$ cat config.mk
export PLATFORM = sky130hd
export DESIGN_NAME = switch_debouncer_flat
export DESIGN_NICKNAME = d
export VERILOG_FILES = /design/src/rtl/switch_debouncer_pkg.sv /design/src/rtl/switch_debouncer_if.sv /design/src/rtl/switch_debouncer_sync2.sv /design/src/rtl/switch_debouncer.sv /design/src/flat_wrapper.sv
export SDC_FILE = /design/constraint.sdc
export NUM_CORES = 1
export LEC_CHECK = 0
export ABC_AREA = 1
export CORE_MARGIN = 10
export CORE_UTILIZATION = 63
export DETAILED_ROUTE_END_ITERATION = 12
export DONT_BUFFER_PORTS = 1
export PLACE_DENSITY = 0.88
export SYNTH_ARGS = -nofsm -noshare
export SYNTH_HDL_FRONTEND = slang
export SYNTH_HIERARCHICAL = 1
export SYNTH_SLANG_ARGS = --single-unit
$ cat constraint.sdc
create_clock -name clk -period 2.07 [get_ports clk]
set_input_delay 0.1035 -clock clk [delete_from_list [all_inputs] [get_ports clk]]
set_output_delay 0.1035 -clock clk [all_outputs]
set_load 0.05 [all_outputs]
$ cat src/rtl/switch_debouncer_pkg.sv
// Shared types and defaults for the switch debouncer.
// The state encodings are common to the top level and to any bench that inspects them.
package debounce_pkg;

    typedef enum logic [1:0] {
        IDLE_LO,
        WAIT_HI,
        IDLE_HI,
        WAIT_LO
    } sw8_state_t;

    typedef enum logic {
        IDLE,
        WAIT
    } bus_state_t;

    // 5 ms at a 50 MHz board clock
    localparam int DEFAULT_DB_CYCLES = 250000;

endpackage

$ cat src/rtl/switch_debouncer_if.sv
// Switch-side and core-side signals of the switch debouncer.
// Optional long-press output is present only when SWITCH_DEBOUNCER_LONGPRESS_EN is defined.
interface switch_debouncer_if #(
    parameter int n = 8
);
    logic         sw8_raw;
    logic [n-1:0] sws_raw;
    logic         sw8_level;
    logic         sw8_rise;
    logic         sw8_fall;
    logic [n-1:0] sws_stable;
    logic         sws_changed;
`ifdef SWITCH_DEBOUNCER_LONGPRESS_EN
    logic         sw8_long;

    modport master (
        output sw8_raw, sws_raw,
        input  sw8_level, sw8_rise, sw8_fall, sws_stable, sws_changed, sw8_long
    );

    modport slave (
        input  sw8_raw, sws_raw,
        output sw8_level, sw8_rise, sw8_fall, sws_stable, sws_changed, sw8_long
    );
`else
    modport master (
        output sw8_raw, sws_raw,
        input  sw8_level, sw8_rise, sw8_fall, sws_stable, sws_changed
    );

    modport slave (
        input  sw8_raw, sws_raw,
        output sw8_level, sw8_rise, sw8_fall, sws_stable, sws_changed
    );
`endif
endinterface

$ cat src/rtl/switch_debouncer_sync2.sv
// Two-flop synchroniser bringing asynchronous switch inputs into the clk domain.
module sync2 #(
    parameter int W = 1
) (
    input  logic         clk,
    input  logic         reset,
    input  logic [W-1:0] d,
    output logic [W-1:0] q
);

    logic [W-1:0] meta;

    // First stage may go metastable; second stage gives it a full cycle to resolve.
    always_ff @(posedge clk or posedge reset) begin
        if (reset) begin
            meta <= '0;
            q    <= '0;
        end else begin
            meta <= d;
            q    <= meta;
        end
    end

endmodule

$ cat src/rtl/switch_debouncer.sv
// Switch debouncer: synchronises and debounces the step switch (sw8) and the data
// switch bus (sws), producing clean levels and single-cycle change pulses.
// Optional feature macro: SWITCH_DEBOUNCER_LONGPRESS_EN adds LONG_CYCLES and sw8_long.
module switch_debouncer
    import debounce_pkg::*;
#(
    parameter int n         = 8,
    parameter int DB_CYCLES = DEFAULT_DB_CYCLES
`ifdef SWITCH_DEBOUNCER_LONGPRESS_EN
    ,
    parameter int LONG_CYCLES = 50000000
`endif
) (
    input  logic              clk,
    input  logic              reset,
    switch_debouncer_if.slave bus
);

    localparam int             CNT_W    = $clog2(DB_CYCLES + 1);
    localparam logic [CNT_W-1:0] CNT_LAST = CNT_W'(DB_CYCLES - 1);

    logic         s8;
    logic [n-1:0] ss;

    sync2 #(.W(1)) u_sync_sw8 (
        .clk   (clk),
        .reset (reset),
        .d     (bus.sw8_raw),
        .q     (s8)
    );

    sync2 #(.W(n)) u_sync_sws (
        .clk   (clk),
        .reset (reset),
        .d     (bus.sws_raw),
        .q     (ss)
    );

    sw8_state_t       sw8_state, sw8_state_d;
    logic [CNT_W-1:0] sw8_cnt, sw8_cnt_d;
    logic             sw8_level_q, sw8_level_d;
    logic             sw8_rise_q, sw8_rise_d;
    logic             sw8_fall_q, sw8_fall_d;

    bus_state_t       bus_state, bus_state_d;
    logic [CNT_W-1:0] bus_cnt, bus_cnt_d;
    logic [n-1:0]     cand, cand_d;
    logic [n-1:0]     stable_q, stable_d;
    logic             changed_q, changed_d;

    // sw8 qualifier: a new level must hold for DB_CYCLES cycles; any reversion starts over.
    always_comb begin
        sw8_state_d = sw8_state;
        sw8_cnt_d   = sw8_cnt;
        sw8_level_d = sw8_level_q;
        sw8_rise_d  = 1'b0;
        sw8_fall_d  = 1'b0;
        case (sw8_state)
            IDLE_LO: begin
                if (s8) begin
                    sw8_state_d = WAIT_HI;
                    sw8_cnt_d   = '0;
                end
            end
            WAIT_HI: begin
                if (!s8) begin
                    sw8_state_d = IDLE_LO;
                    sw8_cnt_d   = '0;
                end else if (sw8_cnt == CNT_LAST) begin
                    sw8_state_d = IDLE_HI;
                    sw8_cnt_d   = '0;
                    sw8_level_d = 1'b1;
                    sw8_rise_d  = 1'b1;
                end else begin
                    sw8_cnt_d = sw8_cnt + CNT_W'(1);
                end
            end
            IDLE_HI: begin
                if (!s8) begin
                    sw8_state_d = WAIT_LO;
                    sw8_cnt_d   = '0;
                end
            end
            WAIT_LO: begin
                if (s8) begin
                    sw8_state_d = IDLE_HI;
                    sw8_cnt_d   = '0;
                end else if (sw8_cnt == CNT_LAST) begin
                    sw8_state_d = IDLE_LO;
                    sw8_cnt_d   = '0;
                    sw8_level_d = 1'b0;
                    sw8_fall_d  = 1'b1;
                end else begin
                    sw8_cnt_d = sw8_cnt + CNT_W'(1);
                end
            end
        endcase
    end

    // sw8 state, counter and registered level/pulse outputs.
    always_ff @(posedge clk or posedge reset) begin
        if (reset) begin
            sw8_state   <= IDLE_LO;
            sw8_cnt     <= '0;
            sw8_level_q <= 1'b0;
            sw8_rise_q  <= 1'b0;
            sw8_fall_q  <= 1'b0;
        end else begin
            sw8_state   <= sw8_state_d;
            sw8_cnt     <= sw8_cnt_d;
            sw8_level_q <= sw8_level_d;
            sw8_rise_q  <= sw8_rise_d;
            sw8_fall_q  <= sw8_fall_d;
        end
    end

    // Bus qualifier: a differing candidate must hold unchanged for DB_CYCLES cycles.
    always_comb begin
        bus_state_d = bus_state;
        bus_cnt_d   = bus_cnt;
        cand_d      = cand;
        stable_d    = stable_q;
        changed_d   = 1'b0;
        case (bus_state)
            IDLE: begin
                if (ss != stable_q) begin
                    bus_state_d = WAIT;
                    cand_d      = ss;
                    bus_cnt_d   = '0;
                end
            end
            WAIT: begin
                if (ss == stable_q) begin
                    bus_state_d = IDLE;
                    bus_cnt_d   = '0;
                end else if (ss != cand) begin
                    cand_d    = ss;
                    bus_cnt_d = '0;
                end else if (bus_cnt == CNT_LAST) begin
                    bus_state_d = IDLE;
                    bus_cnt_d   = '0;
                    stable_d    = cand;
                    changed_d   = 1'b1;
                end else begin
                    bus_cnt_d = bus_cnt + CNT_W'(1);
                end
            end
        endcase
    end

    // Bus state, candidate, counter and registered stable value/pulse.
    always_ff @(posedge clk or posedge reset) begin
        if (reset) begin
            bus_state <= IDLE;
            bus_cnt   <= '0;
            cand      <= '0;
            stable_q  <= '0;
            changed_q <= 1'b0;
        end else begin
            bus_state <= bus_state_d;
            bus_cnt   <= bus_cnt_d;
            cand      <= cand_d;
            stable_q  <= stable_d;
            changed_q <= changed_d;
        end
    end

    assign bus.sw8_level   = sw8_level_q;
    assign bus.sw8_rise    = sw8_rise_q;
    assign bus.sw8_fall    = sw8_fall_q;
    assign bus.sws_stable  = stable_q;
    assign bus.sws_changed = changed_q;

`ifdef SWITCH_DEBOUNCER_LONGPRESS_EN
    localparam int               LONG_W    = $clog2(LONG_CYCLES + 1);
    localparam logic [LONG_W-1:0] LONG_SAT  = LONG_W'(LONG_CYCLES);
    localparam logic [LONG_W-1:0] LONG_LAST = LONG_W'(LONG_CYCLES - 1);

    logic [LONG_W-1:0] long_cnt;
    logic              long_q;

    // Hold timer in IDLE_HI; saturates after one pulse so a held switch reports only once.
    always_ff @(posedge clk or posedge reset) begin
        if (reset) begin
            long_cnt <= '0;
            long_q   <= 1'b0;
        end else begin
            long_q <= 1'b0;
            if (sw8_state != IDLE_HI) begin
                long_cnt <= '0;
            end else if (long_cnt != LONG_SAT) begin
                long_cnt <= long_cnt + LONG_W'(1);
                if (long_cnt == LONG_LAST) begin
                    long_q <= 1'b1;
                end
            end
        end
    end

    assign bus.sw8_long = long_q;
`endif

endmodule

$ cat src/flat_wrapper.sv
// flat-port wrapper written by rule: the top's interface ports become plain ports
module switch_debouncer_flat import debounce_pkg::*;
#(
    parameter int n         = 8,
    parameter int DB_CYCLES = DEFAULT_DB_CYCLES

)
  (clk, reset, bus_sw8_raw, bus_sws_raw, bus_sw8_level, bus_sw8_rise, bus_sw8_fall, bus_sws_stable, bus_sws_changed);
  switch_debouncer_if #(.n(n)) bus_i ();
  input  logic clk;
  input  logic reset;
  input wire logic [$bits(bus_i.sw8_raw)-1:0] bus_sw8_raw;
  input wire logic [$bits(bus_i.sws_raw)-1:0] bus_sws_raw;
  output wire logic [$bits(bus_i.sw8_level)-1:0] bus_sw8_level;
  output wire logic [$bits(bus_i.sw8_rise)-1:0] bus_sw8_rise;
  output wire logic [$bits(bus_i.sw8_fall)-1:0] bus_sw8_fall;
  output wire logic [$bits(bus_i.sws_stable)-1:0] bus_sws_stable;
  output wire logic [$bits(bus_i.sws_changed)-1:0] bus_sws_changed;
  assign bus_i.sw8_raw = bus_sw8_raw;
  assign bus_i.sws_raw = bus_sws_raw;
  assign bus_sw8_level = bus_i.sw8_level;
  assign bus_sw8_rise = bus_i.sw8_rise;
  assign bus_sw8_fall = bus_i.sw8_fall;
  assign bus_sws_stable = bus_i.sws_stable;
  assign bus_sws_changed = bus_i.sws_changed;
  switch_debouncer #(.n(n), .DB_CYCLES(DB_CYCLES)) u_core (.clk(clk), .reset(reset), .bus(bus_i));
endmodule
==> results of run 1 <==
## flip-flops by register name, summed over array words and instances (netlist names), named ones only
| register | flops |
|---|---|
| u_core/bus_cnt | 18 |
| u_core/sw8_cnt | 18 |
| u_core/bus.sws_stable | 8 |
| u_core/cand | 8 |
| u_core/u_sync_sws/meta | 8 |
| u_core/u_sync_sws/q | 8 |
| u_core/bus.sw8_fall | 1 |
| u_core/bus.sw8_level | 1 |
| u_core/bus.sw8_rise | 1 |
| u_core/bus.sws_changed | 1 |
| u_core/bus_state | 1 |
| u_core/sw8_state | 1 |
| u_core/u_sync_sw8/meta | 1 |
| u_core/u_sync_sw8/q | 1 |
## synth_stat cells, types with 3 or more instances
cell type / number
sky130_fd_sc_hd__nand2_1: 122
sky130_fd_sc_hd__o22ai_1: 7
sky130_fd_sc_hd__inv_1: 58
sky130_fd_sc_hd__nor2_1: 48
sky130_fd_sc_hd__o21ai_2: 8
sky130_fd_sc_hd__inv_2: 4
sky130_fd_sc_hd__nand2_2: 4
sky130_fd_sc_hd__nand4_1: 13
sky130_fd_sc_hd__o21ai_1: 3
sky130_fd_sc_hd__dfrtp_1: 77
sky130_fd_sc_hd__a21oi_1: 15
sky130_fd_sc_hd__xnor2_1: 4
sky130_fd_sc_hd__nor3_1: 10
sky130_fd_sc_hd__nand3_2: 4
sky130_fd_sc_hd__nor2_2: 8
sky130_fd_sc_hd__nand3_1: 31
sky130_fd_sc_hd__buf_4: 3
sky130_fd_sc_hd__o21ai_0: 27
sky130_fd_sc_hd__xor2_1: 10
## worst max path at each step
stage | endpoint | depth (start not counted) | startpoint | slack (ns)
floorplan | u_core/bus_state$_DFF_PP0_ | 8 | u_core/bus.sws_stable[1]$_DFFE_PP0P_ | 0.39
global placement | u_core/bus.sws_stable[0]$_DFFE_PP0P_ | 8 | u_core/bus_cnt[0]$_DFFE_PP0P_ | 0.40
detailed placement | u_core/bus.sws_stable[4]$_DFFE_PP0P_ | 8 | u_core/bus_cnt[0]$_DFFE_PP0P_ | 0.34
CTS | u_core/bus.sws_stable[4]$_DFFE_PP0P_ | 8 | u_core/bus_cnt[0]$_DFFE_PP0P_ | 0.33
global route | u_core/bus.sws_stable[5]$_DFFE_PP0P_ | 8 | u_core/bus_cnt[0]$_DFFE_PP0P_ | 0.16
finish | u_core/bus.sws_stable[5]$_DFFE_PP0P_ | 8 | u_core/bus_cnt[0]$_DFFE_PP0P_ | 0.27
## area by class of cell
type	count	area, um^2	share of cell area [%]
Clock buffer	10	138	3.15
Clock inverter	6	68.8	1.58
Inverter	63	236	5.42
Multi-Input combinational cell	334	1700	39.0
Sequential cell	77	1930	44.2
Tap cell	75	93.8	2.15
Timing Repair Buffer	23	198	4.53
## cells by family after synthesis
group	count (synthesis)	share of synthesized area, %
AOI/OAI and AO/OA	65	9.82
xor gates and xnor gates	14	3.13
adders and majority gates	2	0.639
buffers and inverters	70	7.23
DFF	77	49.2
and+or+nand+nor	253	29.9
## per-stage QoR
step                      instance area, um^2  setup WS [ns]  std cells  utilization, %
after detailed placement                 4060          0.341        562            67.7
after global routing                     4360          0.161        588            72.8
after CTS                                4360          0.330        588            72.8
after global placement                   4060          0.402        562            67.7
final                                    4360          0.273        588            72.8
after floorplan                          3910          0.386        481               -
## where the power goes
group          internal [mW]  leakage [nW]  total [mW]  switching [mW]
logic                  0.118         0.829       0.397           0.279
clock network          0.598         0.103        1.18           0.581
registers               1.57          1.00        1.63          0.0595
total                   2.28          1.94        3.20           0.920
## layer usage
layer,part of all wire (%),vias to the layer above,GRT usage [%]
met2,51,110,31.4
met5,0,-,0
met3,5.2,15,4.75
li1,-,1606,-
met1,43,1571,22.3
met4,1.4,0,6.62
==> metrics.txt, run 1 <==
# TYPE chip_impl_metric gauge
chip_impl_info{name="run_status",value="completed"} 1
chip_impl_metric{name="dp_hpwl",unit="mm"} 6.03
chip_impl_info{name="synthFlopType",value="sky130_fd_sc_hd__dfrtp_1"} 1
chip_impl_metric{name="synth.ff_latch_count",unit=""} 77
chip_impl_metric{name="numPortBuffers",unit=""} 0
chip_impl_metric{name="syn_nets",unit=""} 494
chip_impl_metric{name="synthesis.yosys.warnings",unit=""} 6
chip_impl_metric{name="layout-drive-gt1-share",unit="%"} 13.3
chip_impl_metric{name="postCtsResizedCells",unit=""} 0
chip_impl_metric{name="largest_stage_delay_on_the_critical_path",unit="ns"} 0.41
chip_impl_metric{name="flow.area_growth_from_synthesis",unit="%"} 11.5
chip_impl_metric{name="cp_max_fo",unit=""} 16
chip_impl_metric{name="final.setup.tns",unit="ns"} 0
chip_impl_info{name="hold_path.class",value="input port to async pin"} 1
chip_impl_metric{name="core_area",unit="um^2"} 5990
chip_impl_metric{name="worst_slew_pin_slew",unit="ns"} 0.581
chip_impl_info{name="clock_tree.root_cell",value="sky130_fd_sc_hd__clkbuf_8"} 1
chip_impl_metric{name="routed_via_density",unit=""} 5.62
chip_impl_metric{name="wl",unit="mm"} 8.75
chip_impl_metric{name="postCtsSetupRepairBufs",unit=""} 0
chip_impl_metric{name="timing_hold_violations_final",unit=""} 0
chip_impl_metric{name="gpl.final_weighted_congestion",unit=""} 0.904
chip_impl_info{name="crit-reg2reg-launch",value="u_core/bus_cnt[0]$_DFFE_PP0P_"} 1
chip_impl_info{name="critPathTopFamily",value="simple AND/OR/NAND/NOR gates"} 1
chip_impl_metric{name="timing.final.crit_period",unit="ns"} 1.80
chip_impl_info{name="rsz0062_at_grt",value="no"} 1
chip_impl_info{name="tritoncts",value="yes"} 1
chip_impl_metric{name="drtIter0Drc",unit=""} 234
chip_impl_metric{name="globalRoute.totalOverflow",unit=""} 0
chip_impl_metric{name="worstPathBufferInverterCount",unit=""} 0
chip_impl_metric{name="ys_types",unit=""} 38
chip_impl_metric{name="rows",unit=""} 28
chip_impl_metric{name="yosysTopAreaCellShare",unit="%"} 49.2
chip_impl_metric{name="die_width",unit="um"} 98.8
chip_impl_metric{name="synth_enable_flop_cells",unit=""} 0
chip_impl_metric{name="period_share",unit="%"} 86.8
chip_impl_metric{name="regToRegSetupSlack",unit="ns"} 0.27
chip_impl_metric{name="number_of_antenna_cells_inserted",unit=""} 0
chip_impl_metric{name="grt_use_total",unit="%"} 18.6
chip_impl_metric{name="worstRegToRegCells",unit=""} 8
chip_impl_metric{name="setup_viol",unit=""} 0
chip_impl_info{name="type_of_destination_of_the_critical_path",value="register"} 1
chip_impl_metric{name="tritoncts.num_buffers",unit=""} 9
chip_impl_metric{name="slew_violations",unit=""} 0
chip_impl_metric{name="cts.reportedPaths.clkPinSlew",unit="ns"} 0.08
chip_impl_metric{name="filler_cell_count",unit=""} 425
chip_impl_metric{name="highest_clock_rate",unit="GHz"} 0.556
chip_impl_metric{name="ant_nets",unit=""} 0
chip_impl_metric{name="via_count",unit=""} 3302
chip_impl_metric{name="cts_buffer_depth",unit=""} 2
chip_impl_metric{name="finish.net_count",unit=""} 521
chip_impl_info{name="slowest_stage",value="sky130_fd_sc_hd__dfrtp_1"} 1
chip_impl_metric{name="holdWs",unit="ns"} 0.124
chip_impl_metric{name="avgSynthCellArea",unit="um^2"} 8.13
chip_impl_metric{name="ctsHoldBuffers",unit=""} 10
chip_impl_metric{name="pwr_density_cell",unit="nW/um^2"} 734
chip_impl_metric{name="sequential_element_share_of_the_synthesized_area",unit="%"} 49.2
chip_impl_info{name="critical_path.startpoint_type",value="register"} 1
chip_impl_metric{name="detailedRoute.firstPassIterationCount",unit=""} 7
chip_impl_info{name="synth_area_leader_cell",value="sky130_fd_sc_hd__dfrtp_1"} 1
chip_impl_metric{name="die-area",unit="um^2"} 9760
chip_impl_metric{name="worstPathArrival",unit="ns"} 2.04
chip_impl_metric{name="max_slew_margin",unit="%"} 61.2
chip_impl_info{name="mostFrequentLayoutCells",value="sky130_fd_sc_hd__nand2_1, sky130_fd_sc_hd__dfrtp_1, sky130_fd_sc_hd__inv_1"} 1
chip_impl_metric{name="totalPowerFinal",unit="mW"} 3.20
chip_impl_info{name="post_synth_main_area_contributors",value="sky130_fd_sc_hd__dfrtp_1, sky130_fd_sc_hd__nand2_1, sky130_fd_sc_hd__inv_1"} 1
chip_impl_info{name="crit_path_cell_trace",value="ha_1 -> nand3_2 -> nor2_2 -> nand3b_2 -> nor2_4 -> nand3_4 -> nand2_1 -> o21ai_2"} 1
chip_impl_metric{name="fin_worst_skew",unit="ns"} 0.0135
chip_impl_metric{name="crit_required",unit="ns"} 2.31
chip_impl_metric{name="detail_route.wl_per_cell",unit="um"} 14.9
chip_impl_metric{name="htree_levels",unit=""} 3
chip_impl_metric{name="design.portCount",unit=""} 23
chip_impl_metric{name="first_global_vias",unit=""} 3387
chip_impl_info{name="worst_r2r_endpoint",value="u_core/bus.sws_stable[5]$_DFFE_PP0P_"} 1
chip_impl_metric{name="count_of_maximum_capacitance_violations",unit=""} 0
chip_impl_metric{name="number_of_sinks_handled_by_clock_tree_synthesis",unit=""} 77
chip_impl_metric{name="netlist_area",unit="um^2"} 3910
chip_impl_info{name="critical_path_class",value="register to register"} 1
chip_impl_metric{name="grt_max_degree",unit=""} 26
chip_impl_metric{name="worst_ir_drop_on_vdd",unit="V"} 0.000562
chip_impl_metric{name="initial_utilization",unit="%"} 65.3
chip_impl_info{name="layout_commonest_cell",value="sky130_fd_sc_hd__nand2_1"} 1
chip_impl_metric{name="number_of_antenna_violations_at_the_first_check_in_global_routing",unit=""} 0
chip_impl_metric{name="remaining_drc_errors",unit=""} 0
chip_impl_metric{name="worstSkewPairLatency",unit="ns"} 0.36
chip_impl_metric{name="postSynth.asyncResetShare",unit="%"} 100
chip_impl_metric{name="p_leak",unit="nW"} 1.94
chip_impl_metric{name="post_synth_inst_count",unit=""} 481
chip_impl_metric{name="fp.dieH",unit="um"} 98.8
chip_impl_metric{name="wire_length_of_the_first_global_routing_pass",unit="mm"} 15.3
No activity file was read; power rests on OpenSTA's default activity.
==> run 2: changes to the inputs <==
Settings changed: MAX_ROUTING_LAYER set to met4.
==> metrics.txt, run 2 (same netlist as run 1, synthesis figures left out) <==
# TYPE chip_impl_metric gauge
chip_impl_metric{name="setup_viol",unit=""} 0
chip_impl_metric{name="postCtsResizedCells",unit=""} 0
chip_impl_metric{name="dp_hpwl",unit="mm"} 6.23
chip_impl_metric{name="final.setup.tns",unit="ns"} 0
chip_impl_metric{name="design.portCount",unit=""} 23
chip_impl_info{name="layout_commonest_cell",value="sky130_fd_sc_hd__nand2_1"} 1
chip_impl_metric{name="timing_hold_violations_final",unit=""} 0
chip_impl_info{name="crit_path_cell_trace",value="ha_1 -> nand3_2 -> nor2_2 -> nand3b_2 -> nor2_4 -> nand3_4 -> nand2_1 -> o21ai_2"} 1
chip_impl_metric{name="largest_stage_delay_on_the_critical_path",unit="ns"} 0.42
chip_impl_metric{name="number_of_antenna_cells_inserted",unit=""} 0
chip_impl_metric{name="routed_via_density",unit=""} 5.75
chip_impl_info{name="run_status",value="completed"} 1
chip_impl_metric{name="wl",unit="mm"} 8.94
chip_impl_metric{name="layout-drive-gt1-share",unit="%"} 13.3
chip_impl_metric{name="period_share",unit="%"} 85.9
chip_impl_metric{name="wire_length_of_the_first_global_routing_pass",unit="mm"} 15.0
chip_impl_info{name="slowest_stage",value="sky130_fd_sc_hd__dfrtp_1"} 1
chip_impl_info{name="type_of_destination_of_the_critical_path",value="register"} 1
chip_impl_metric{name="slew_violations",unit=""} 0
chip_impl_metric{name="worstRegToRegCells",unit=""} 8
chip_impl_metric{name="non_filler_cell_area_final",unit="um^2"} 4360
chip_impl_info{name="layout_top_registers",value="u_core/bus_cnt: 18 flops, u_core/sw8_cnt: 18 flops"} 1
chip_impl_metric{name="via_count",unit=""} 3382
chip_impl_info{name="clock_tree.root_cell",value="sky130_fd_sc_hd__clkbuf_8"} 1
chip_impl_metric{name="worst_ir_drop_on_vdd",unit="V"} 0.000614
chip_impl_metric{name="p_leak",unit="nW"} 1.93
chip_impl_metric{name="ant_nets",unit=""} 0
chip_impl_info{name="hold_path.class",value="input port to async pin"} 1
chip_impl_metric{name="number_of_sinks_handled_by_clock_tree_synthesis",unit=""} 77
chip_impl_metric{name="die_width",unit="um"} 98.8
chip_impl_metric{name="flow.area_growth_from_synthesis",unit="%"} 11.5
chip_impl_metric{name="tritoncts.num_buffers",unit=""} 9
chip_impl_metric{name="cts.reportedPaths.clkPinSlew",unit="ns"} 0.09
chip_impl_metric{name="finish.net_count",unit=""} 521
chip_impl_metric{name="postPlaceCellArea",unit="um^2"} 4060
chip_impl_metric{name="highest_clock_rate",unit="GHz"} 0.562
chip_impl_metric{name="totalPowerFinal",unit="mW"} 3.21
chip_impl_metric{name="placed_cell_count",unit=""} 562
chip_impl_info{name="mostFrequentLayoutCells",value="sky130_fd_sc_hd__nand2_1, sky130_fd_sc_hd__dfrtp_1, sky130_fd_sc_hd__inv_1"} 1
chip_impl_metric{name="number_of_antenna_violations_at_the_first_check_in_global_routing",unit=""} 0
chip_impl_metric{name="cts_buffer_depth",unit=""} 2
chip_impl_metric{name="gpl.final_weighted_congestion",unit=""} 0.915
chip_impl_metric{name="timing.final.crit_period",unit="ns"} 1.78
chip_impl_metric{name="worstSkewPairLatency",unit="ns"} 0.36
chip_impl_metric{name="htree_levels",unit=""} 3
chip_impl_info{name="tritoncts",value="yes"} 1
chip_impl_metric{name="timing.final.ws_setup",unit="ns"} 0.292
chip_impl_metric{name="die-area",unit="um^2"} 9760
chip_impl_metric{name="grt_use_total",unit="%"} 19.0
chip_impl_metric{name="remaining_drc_errors",unit=""} 0
chip_impl_metric{name="final-instance-count-excl-fill",unit=""} 588
chip_impl_metric{name="worst_slew_pin_slew",unit="ns"} 0.574
chip_impl_metric{name="globalRoute.totalOverflow",unit=""} 0
chip_impl_metric{name="preCtsSetupSlack",unit="ns"} 0.306
chip_impl_metric{name="detailedRoute.firstPassIterationCount",unit=""} 6
chip_impl_metric{name="core_area",unit="um^2"} 5990
chip_impl_metric{name="max_slew_margin",unit="%"} 61.7
chip_impl_metric{name="first_global_vias",unit=""} 3338
chip_impl_metric{name="numPortBuffers",unit=""} 0
chip_impl_metric{name="rows",unit=""} 28
chip_impl_info{name="critical_path_class",value="register to register"} 1
chip_impl_metric{name="fin_worst_skew",unit="ns"} 0.0103
chip_impl_metric{name="crit_required",unit="ns"} 2.32
chip_impl_metric{name="cp_max_fo",unit=""} 16
chip_impl_metric{name="holdWs",unit="ns"} 0.114
chip_impl_metric{name="count_of_maximum_capacitance_violations",unit=""} 0
chip_impl_metric{name="fp.dieH",unit="um"} 98.8
chip_impl_metric{name="initial_utilization",unit="%"} 65.3
chip_impl_metric{name="pwr_density_cell",unit="nW/um^2"} 737
chip_impl_metric{name="final_core_util",unit="%"} 72.8
chip_impl_metric{name="worstPathArrival",unit="ns"} 2.03
chip_impl_metric{name="drtIter0Drc",unit=""} 264
chip_impl_info{name="rsz0062_at_grt",value="no"} 1
chip_impl_metric{name="grt_max_degree",unit=""} 29
chip_impl_info{name="critical_path.startpoint_type",value="register"} 1
chip_impl_metric{name="detail_route.wl_per_cell",unit="um"} 15.2
## run 2: cell types whose count changed in the layout (fill, tap and decap cells not counted), sizes merged
cell / previous run / this run
clkbuf: 10 / 9
clkinv: 3 / 4
## run 2: critical path: cells and delay by family, from the launching register on
family	cells	cell delay (ns)
adders and majority gates	1	0.25
DFF	1	0.42
and+or+nand+nor	6	0.94
AOI/OAI and AO/OA	1	0.06
## run 2: final cells by class
class | instances | area (um^2)
timing repair buffer | 23 | 198
inverter | 63 | 236
sequential | 77 | 1930
multi-input combinational | 334 | 1700
tap | 75 | 93.8
clock buffer | 9 | 124
clock inverter | 7 | 81.3
fill | 412 | 1630
## run 2: path summary, 6_finish.rpt
kind | startpoint | endpoint | slack (ns)
max | u_core/bus_cnt[0]$_DFFE_PP0P_ | u_core/bus.sws_stable[6]$_DFFE_PP0P_ | 0.29
min | reset | u_core/u_sync_sw8/q$_DFF_PP0_ | 0.11
max reg2reg | u_core/bus_cnt[0]$_DFFE_PP0P_ | u_core/bus.sws_stable[6]$_DFFE_PP0P_ | 0.29
min reg2reg | u_core/u_sync_sws/meta[2]$_DFF_PP0_ | u_core/u_sync_sws/q[2]$_DFF_PP0_ | 0.36
max in group asynchronous | reset | u_core/bus_cnt[12]$_DFFE_PP0P_ | 1.12
min in group clk | bus_sws_raw[5] | u_core/u_sync_sws/meta[5]$_DFF_PP0_ | 0.29
## run 2: power by group
| group | internal, mW | switching (mW) |
|---|---|---|
| clock | 0.571 | 0.613 |
| combinational | 0.118 | 0.285 |
| sequential | 1.57 | 0.0590 |
| total | 2.26 | 0.957 |
## run 2: routing by layer
layer	up-vias	GRT usage [%]	routed length, um
met1	1567	21.3	3580
li1	1609	-	-
met5	-	-	0
met4	0	10.9	369
met3	47	4.05	568
met2	159	30.6	4420
## run 2: repair_timing
| item | 4_1_cts | 5_1_grt |
|---|---|---|
| hold buffers | 10 | 0 |
| buffers inserted | 0 | 0 |
| hold endpoints to repair | 53 | 0 |
